### src/rtl/alu_seq.sv
// Handshaked ALU: single-cycle logic/arith/shift ops, plus an iterative shift-add
// multiply that keeps the block busy for W cycles. All results and flags are registered.
module alu_seq #(
  parameter  int W  = 32,
  localparam int SW = $clog2(W)
) (
  input  logic          clk,
  input  logic          rst_n,
  input  logic          in_valid,
  output logic          in_ready,
  input  logic [3:0]    op,
  input  logic [W-1:0]  a,
  input  logic [W-1:0]  b,
  input  logic [SW-1:0] sham,
  output logic          out_valid,
  input  logic          out_ready,
  output logic [W-1:0]  sum,
  output logic          zout,
  output logic          nout,
  output logic          cout,
  output logic          vout,
  output logic          err
);

  localparam logic [3:0] OP_AND = 4'b0000;
  localparam logic [3:0] OP_OR  = 4'b0001;
  localparam logic [3:0] OP_ADD = 4'b0010;
  localparam logic [3:0] OP_XOR = 4'b0011;
  localparam logic [3:0] OP_SRL = 4'b0100;
  localparam logic [3:0] OP_SUB = 4'b0110;
  localparam logic [3:0] OP_SLT = 4'b0111;
  localparam logic [3:0] OP_SLL = 4'b1000;
  localparam logic [3:0] OP_SRA = 4'b1001;
  localparam logic [3:0] OP_MUL = 4'b1010;

  localparam logic [SW:0] CNT_INIT = (SW+1)'(W);
  localparam logic [SW:0] CNT_ONE  = (SW+1)'(1);

  typedef enum logic [1:0] {S_IDLE, S_MUL, S_DONE} state_e;

  state_e         state_q;
  logic [W-1:0]   sum_q;
  logic           cout_q;
  logic           vout_q;
  logic           err_q;
  logic           outValid_q;
  logic [2*W-1:0] acc_q;
  logic [2*W-1:0] mcand_q;
  logic [W-1:0]   mplier_q;
  logic [SW:0]    cnt_q;

  logic           accept;
  logic [W:0]     addRes;
  logic [W:0]     subRes;
  logic           addOvf;
  logic           subOvf;
  logic [W-1:0]   res_d;
  logic           cout_d;
  logic           vout_d;
  logic           err_d;
  logic [2*W-1:0] acc_d;

  assign in_ready = (state_q == S_IDLE) || ((state_q == S_DONE) && out_ready);
  assign accept   = in_valid && in_ready;

  // SUB is a + ~b + 1 so its carry-out reads as "no borrow".
  always_comb begin
    addRes = {1'b0, a} + {1'b0, b};
    subRes = {1'b0, a} + {1'b0, ~b} + {{W{1'b0}}, 1'b1};
    addOvf = (a[W-1] == b[W-1]) && (addRes[W-1] != a[W-1]);
    subOvf = (a[W-1] != b[W-1]) && (subRes[W-1] != a[W-1]);
    res_d  = '0;
    cout_d = 1'b0;
    vout_d = 1'b0;
    err_d  = 1'b0;
    case (op)
      OP_AND: res_d = a & b;
      OP_OR:  res_d = a | b;
      OP_XOR: res_d = a ^ b;
      OP_ADD: begin
        res_d  = addRes[W-1:0];
        cout_d = addRes[W];
        vout_d = addOvf;
      end
      OP_SUB: begin
        res_d  = subRes[W-1:0];
        cout_d = subRes[W];
        vout_d = subOvf;
      end
      OP_SLT: res_d = {{(W-1){1'b0}}, subRes[W-1] ^ subOvf};
      OP_SRL: res_d = b >> sham;
      OP_SLL: res_d = b << sham;
      OP_SRA: res_d = $signed(b) >>> sham;
      OP_MUL: res_d = '0;
      default: err_d = 1'b1;
    endcase
  end

  assign acc_d = mplier_q[0] ? (acc_q + mcand_q) : acc_q;

  // The last multiply iteration writes its accumulator straight into the result
  // registers so out_valid rises exactly W edges after acceptance.
  always_ff @(posedge clk or negedge rst_n) begin
    if (!rst_n) begin
      state_q    <= S_IDLE;
      sum_q      <= '0;
      cout_q     <= 1'b0;
      vout_q     <= 1'b0;
      err_q      <= 1'b0;
      outValid_q <= 1'b0;
      acc_q      <= '0;
      mcand_q    <= '0;
      mplier_q   <= '0;
      cnt_q      <= '0;
    end else if (state_q == S_MUL) begin
      acc_q    <= acc_d;
      mcand_q  <= mcand_q << 1;
      mplier_q <= mplier_q >> 1;
      cnt_q    <= cnt_q - CNT_ONE;
      if (cnt_q == CNT_ONE) begin
        sum_q      <= acc_d[W-1:0];
        cout_q     <= |acc_d[2*W-1:W];
        vout_q     <= 1'b0;
        err_q      <= 1'b0;
        outValid_q <= 1'b1;
        state_q    <= S_DONE;
      end
    end else if (accept) begin
      if (op == OP_MUL) begin
        acc_q      <= '0;
        mcand_q    <= {{W{1'b0}}, a};
        mplier_q   <= b;
        cnt_q      <= CNT_INIT;
        outValid_q <= 1'b0;
        state_q    <= S_MUL;
      end else begin
        sum_q      <= res_d;
        cout_q     <= cout_d;
        vout_q     <= vout_d;
        err_q      <= err_d;
        outValid_q <= 1'b1;
        state_q    <= S_DONE;
      end
    end else if ((state_q == S_DONE) && out_ready) begin
      outValid_q <= 1'b0;
      state_q    <= S_IDLE;
    end
  end

  assign out_valid = outValid_q;
  assign sum       = sum_q;
  assign zout      = (sum_q == '0);
  assign nout      = sum_q[W-1];
  assign cout      = cout_q;
  assign vout      = vout_q;
  assign err       = err_q;

endmodule
### config.mk
export PLATFORM = sky130hd
export DESIGN_NAME = alu_seq
export DESIGN_NICKNAME = d
export VERILOG_FILES = /design/src/rtl/alu_seq.sv
export SDC_FILE = /design/constraint.sdc
export NUM_CORES = 1
export LEC_CHECK = 0
export ABC_AREA = 1
export BUFFER_PORTS_ARGS = -buffer_cell sky130_fd_sc_hd__buf_2
export CORE_ASPECT_RATIO = 1.75
export CORE_MARGIN = 2
export CORE_UTILIZATION = 58
export CTS_BUF_LIST = sky130_fd_sc_hd__clkbuf_4 sky130_fd_sc_hd__clkbuf_8 sky130_fd_sc_hd__clkbuf_16
export DETAILED_ROUTE_END_ITERATION = 8
export PLACE_DENSITY = 0.9
export SYNTH_ARGS = -nofsm -noshare
export SYNTH_HDL_FRONTEND = slang
export SYNTH_SLANG_ARGS = --single-unit
### constraint.sdc
create_clock -name clk -period 2.51 [get_ports clk]
set_input_delay 0.1255 -clock clk [delete_from_list [all_inputs] [get_ports clk]]
set_output_delay 0.1255 -clock clk [all_outputs]
set_load 0.03 [all_outputs]
==> flow_metrics.py, run 1 <==
metrics = {
    "place": {
        "place_inst": 5268,
        "io_buffer_count": 115,
        "gp_congestion": 1.30,
        "dpl.hpwl_um": 86700,
    },
    "synthesis": {
        "synth_ff_type": "dfrtp_1",
        "synthArstFlopShare_pct": 100,
        "yosys-top-cells-area": "dfrtp_1 (21%), nand2_1 (21%), inv_1 (11%)",
        "yosysTopAreaCellShare_pct": 21.2,
        "avgSynthCellArea_um2": 5.85,
        "syn_nets": 4351,
        "synth_seq_cells": 203,
        "yosysSeqAreaShare_pct": 21.2,
        "synth_most_common_cell": "nand2_1",
        "syn_inst": 4108,
        "yosysTopAreaCell": "dfrtp_1",
        "syn_area_um2": 24000,
        "synth_edf_count": 0,
        "synthTopCellsByCount": "nand2_1 (1,342), inv_1 (680), nand3_1 (306)",
        "yosys_warnings": 0,
        "synth.distinct_cells": 59,
    },
    "global_routing": {
        "gr-usage-all-layers_pct": 74.4,
        "grt_pass1_wl_um": 250000,
        "grt-ovfl-total": 805,
        "grt_pass1_vias": 40200,
        "grt_max_degree": 69,
    },
    "clock_tree": {
        "numCtsBuffers": 22,
        "cts_root_buffer": "clkbuf_16",
        "cts.htree.levels": 1,
        "cts_num_sinks": 203,
        "cts_max_path_buffers": 3,
    },
    "die": {
        "die_h_um": 273,
        "die_w_um": 158,
        "placementRows": 98,
        "start_util_pct": 58.8,
        "io_pins": 116,
    },
    "outcome": {
        "status": "did not finish",
        "error": "[ERROR GRT-0116] Global routing finished with congestion. Check the congestion regions in the DRC Viewer.",
        "stop_stage": "global routing (5_1_grt)",
    },
}
==> kinds of logic after synthesis <==
| logic type | count (synthesis) | synth area share [%] |
|---|---|---|
| AND/OR/NAND/NOR | 2083 | 36.0 |
| buffers and inverters | 858 | 14.0 |
| AO/OA/AOI/OAI | 762 | 18.8 |
| flip-flops | 203 | 21.2 |
| adder cells (fa/ha/maj) | 166 | 8.77 |
| XOR/XNOR | 22 | 0.802 |
| multiplexers | 14 | 0.583 |
==> per-stage QoR <==
step                      TNS (ns)  utilization (%)  hold WS [ns]  setup slack, ns  area, um2
after global placement       -3.40             72.9         0.107           -0.564      29800
after floorplan             -0.280                -        -0.170           -0.211      24100
after CTS                   -0.331             78.2       0.00366           -0.244      31900
after detailed placement     -5.16             72.9         0.106           -0.688      29800
==> repair_timing <==
action	4_1_cts
pin swaps	47
hold buffers	4
setup buffers	29
setup endpoints to repair	34
endpoints found under the hold margin	109
gates resized for setup	208
==> routing by layer <==
layer	global-route usage, %	overflow
met3	60.0	20
met5	31.1	5
met1	71.9	9
met4	76.5	245
met2	91.1	526
==> run 2, diff against run 1 <==
Settings changed: CORE_ASPECT_RATIO 1.75 to unset, CORE_UTILIZATION 58 to 40, CTS_BUF_LIST sky130_fd_sc_hd__clkbuf_4 sky130_fd_sc_hd__clkbuf_8 sky130_fd_sc_hd__clkbuf_16 to unset, PLACE_DENSITY 0.9 to unset, PLACE_DENSITY_LB_ADDON set to 0.15.
Clock period 2.51 ns to 3.26 ns, I/O delays scaled along.
==> flow_metrics.py, run 2 <==
metrics = {
    "worst_setup_path": {
        "r2r_slack_ns": 0.20,
        "required_ns": 3.74,
        "path_buf_inv": 1,
        "path_delay_family": "simple AND/OR/NAND/NOR gates",
        "start_kind": "flop",
        "worstPathMaxFanout": 6,
        "rr_startpoint": "mcand_q[2]$_DFFE_PN0P_",
        "rr_worst_depth": 19,
        "cp_cell_sequence": "ha_1 -> or2_2 -> nand3_2 -> nand2_2 -> nand2_1 -> nand2_1 -> buf_4 -> nand2_1 -> nand2_1 -> nand2_1 -> nand3_1 -> nand3_1 -> nand2_1 -> nor2_1 -> nand2_1 -> nor2_2 -> nand3_2 -> nand2_1 -> nand2_1",
        "cp_common_cell": "nand2_1",
        "cp_data_arrival_time_ns": 3.53,
        "crit_path_end_kind": "flop",
        "crit_path_top_delay_cell": "dfrtp_1",
        "worstSetupPathType": "reg2reg",
        "timing.rr.end": "cout$_DFFE_PN0P_",
        "critPathMaxStageDelay_ns": 0.41,
    },
    "die": {
        "io_pins": 116,
        "core-area_um2": 59200,
        "die_h_um": 249,
        "placementRows": 89,
        "dieArea_um2": 62000,
        "start_util_pct": 40.5,
        "die_w_um": 249,
    },
    "global_routing": {
        "grt_max_degree": 78,
        "antenna_found_initial": 3,
        "grt-ovfl-total": 0,
        "grt_pass1_vias": 27100,
        "gr-usage-all-layers_pct": 36.3,
        "grt_pass1_wl_um": 171000,
    },
    "synthesis": {
        "yosysSeqAreaShare_pct": 21.2,
        "synth_most_common_cell": "nand2_1",
        "syn_area_um2": 24000,
        "synth_ff_type": "dfrtp_1",
        "synth_seq_cells": 203,
        "synthArstFlopShare_pct": 100,
        "syn_inst": 4108,
        "yosys-top-cells-area": "dfrtp_1 (21%), nand2_1 (21%), inv_1 (11%)",
        "synthTopCellsByCount": "nand2_1 (1,342), inv_1 (680), nand3_1 (306)",
        "synth_edf_count": 0,
        "yosys_warnings": 0,
        "yosysTopAreaCell": "dfrtp_1",
        "yosysTopAreaCellShare_pct": 21.2,
        "avgSynthCellArea_um2": 5.85,
        "syn_nets": 4351,
        "synth.distinct_cells": 59,
    },
    "clock_tree": {
        "cts_num_sinks": 203,
        "cts_max_path_buffers": 3,
        "cts_root_buffer": "clkbuf_16",
        "cts_tree": "yes",
        "cts.htree.levels": 1,
        "numCtsBuffers": 25,
        "path_clk_slew_ns": 0.06,
        "clk_latency_ns": 0.60,
    },
    "job": {
        "cap_violations": 0,
    },
    "timing": {
        "fin_skew_ns": 0.00979,
        "clock.fmax_mhz": 327,
        "worst_hold_slack_ns": 0.0188,
        "tightest_slew_ns": 0.827,
        "relSlewSlack_pct": 44.4,
        "finalHoldViolCount": 0,
        "min_period_ns": 3.06,
        "setup_viol": 0,
        "timing.final.crit_share_pct": 93.8,
        "slew_viol_final": 0,
    },
    "detailed_routing": {
        "drc": 0,
        "drt-total-wl_um": 115000,
        "num_vias": 28300,
        "ant_nets": 0,
        "vias_per_cell": 5.49,
        "drt_first_pass_iters": 6,
        "dr.first_iter.drc_count": 2670,
        "avgRoutedWirePerCell_um": 22.4,
    },
    "power_and_ir_drop": {
        "p_leak_nw": 15.2,
        "total_power_w": 0.0198,
        "powerDensity_nw_per_um2": 703,
        "ir_worst_vdd_mv": 0.433,
    },
    "min_path": {
        "worstHoldStart": "b[8]",
        "hold-path-cell-count": 4,
        "hp-class": "in2reg",
        "worstHoldEndpoint": "mplier_q[8]$_DFFE_PN0P_",
    },
    "finish": {
        "final_cell_mix": "nand2_1 (1,338), inv_1 (679), nand3_1 (304), nor2_1 (265), buf_4 (246)",
        "reg_top3": "acc_q (64), mcand_q (64)",
        "area_growth_pct": 17.1,
        "n_fill_cell": 6542,
        "layout-drive-gt1-share_pct": 12.4,
        "nets": 4604,
        "layout_commonest_cell": "nand2_1",
    },
    "place": {
        "gp_congestion": 1.06,
        "dpl.hpwl_um": 96900,
        "io_buffer_count": 115,
    },
    "outcome": {
        "status": "completed",
    },
}
[run 2: stage by stage]
stage	setup WS (ns)	setup TNS, ns	area [um2]	util [%]	std cells
3_5_place_dp	-0.0314	-0.0314	27000	45.5	5093
6_report	0.203	0	28100	47.5	5155
3_3_place_gp	-0.00462	-0.00462	27000	45.5	5093
4_1_cts	0.0235	0	27900	47.2	5152
5_1_grt	-0.0114	-0.0114	28100	47.5	5155
2_1_floorplan	0.344	0	24000	-	4108
[run 2: worst register-to-register path: stages, from the launching register on]
cell and delay [ns]:
dfrtp_1 0.41, ha_1 0.39, or2_2 0.34, nand3_2 0.10
nand2_2 0.10, nand2_1 0.08, nand2_1 0.17, buf_4 0.22
nand2_1 0.06, nand2_1 0.08, nand2_1 0.11, nand3_1 0.08
nand3_1 0.10, nand2_1 0.07, nor2_1 0.10, nand2_1 0.08
nor2_2 0.18, nand3_2 0.15, nand2_1 0.09, nand2_1 0.05
[run 2: cell type report]
type,instances,area [um2],share of cell area (%)
multi-input cells,3047,15800,56.1
clock inverters,13,148,0.525
diodes,2,5.00,0.0178
well taps,773,967,3.44
repair buffers,386,2820,10.0
clock buffers,33,706,2.51
inverters,698,2630,9.35
flip-flops and latches,203,5080,18.1
[run 2: cells by family (layout without fill, tap and decap cells)]
| group | count (synthesis) | after routing | synth area share, % |
|---|---|---|---|
| AOI/OAI and AO/OA | 762 | 762 | 18.8 |
| xor gates and xnor gates | 22 | 22 | 0.802 |
| adders and majority gates | 166 | 166 | 8.77 |
| buffers and inverters | 858 | 1130 | 14.0 |
| DFF | 203 | 203 | 21.2 |
| muxes | 14 | 14 | 0.583 |
| other | 0 | 2 | 0 |
| and+or+nand+nor | 2083 | 2083 | 36.0 |
[run 2: repair_timing]
action / 4_1_cts / 5_1_grt
endpoints found under the setup margin: 0 / 4
setup buffers: 0 / 2
resized for setup: 0 / 39
hold buffers: 13 / 0
endpoints found under the hold margin: 84 / 0
[run 2: worst max path at each step]
stage	startpoint	to	cells past startpoint
floorplan	b[2]	sum[31]$_DFFE_PN0P_	20
global placement	a[2]	sum[31]$_DFFE_PN0P_	21
detailed placement	a[2]	sum[31]$_DFFE_PN0P_	21
CTS	mcand_q[0]$_DFFE_PN0P_	cout$_DFFE_PN0P_	23
global route	b[2]	sum[31]$_DFFE_PN0P_	22
finish	mcand_q[2]$_DFFE_PN0P_	cout$_DFFE_PN0P_	19
[run 2: where the power goes]
| part | total, W | switching, W | internal [W] |
|---|---|---|---|
| clock network | 0.00299 | 0.00129 | 0.00170 |
| registers | 0.00455 | 0.000924 | 0.00363 |
| logic | 0.0122 | 0.00813 | 0.00410 |
| total | 0.0198 | 0.0104 | 0.00943 |
[run 2: metal layers]
| metal | vias to the layer above | wire [um] | global-route usage, % |
|---|---|---|---|
| li1 | 13700 | - | - |
| met1 | 13100 | 47400 | 45.3 |
| met2 | 1150 | 52600 | 60.9 |
| met3 | 277 | 7590 | 4.00 |
| met4 | 2 | 7850 | 20.7 |
| met5 | - | 14 | 0 |
(Power assumes the default switching activity.)
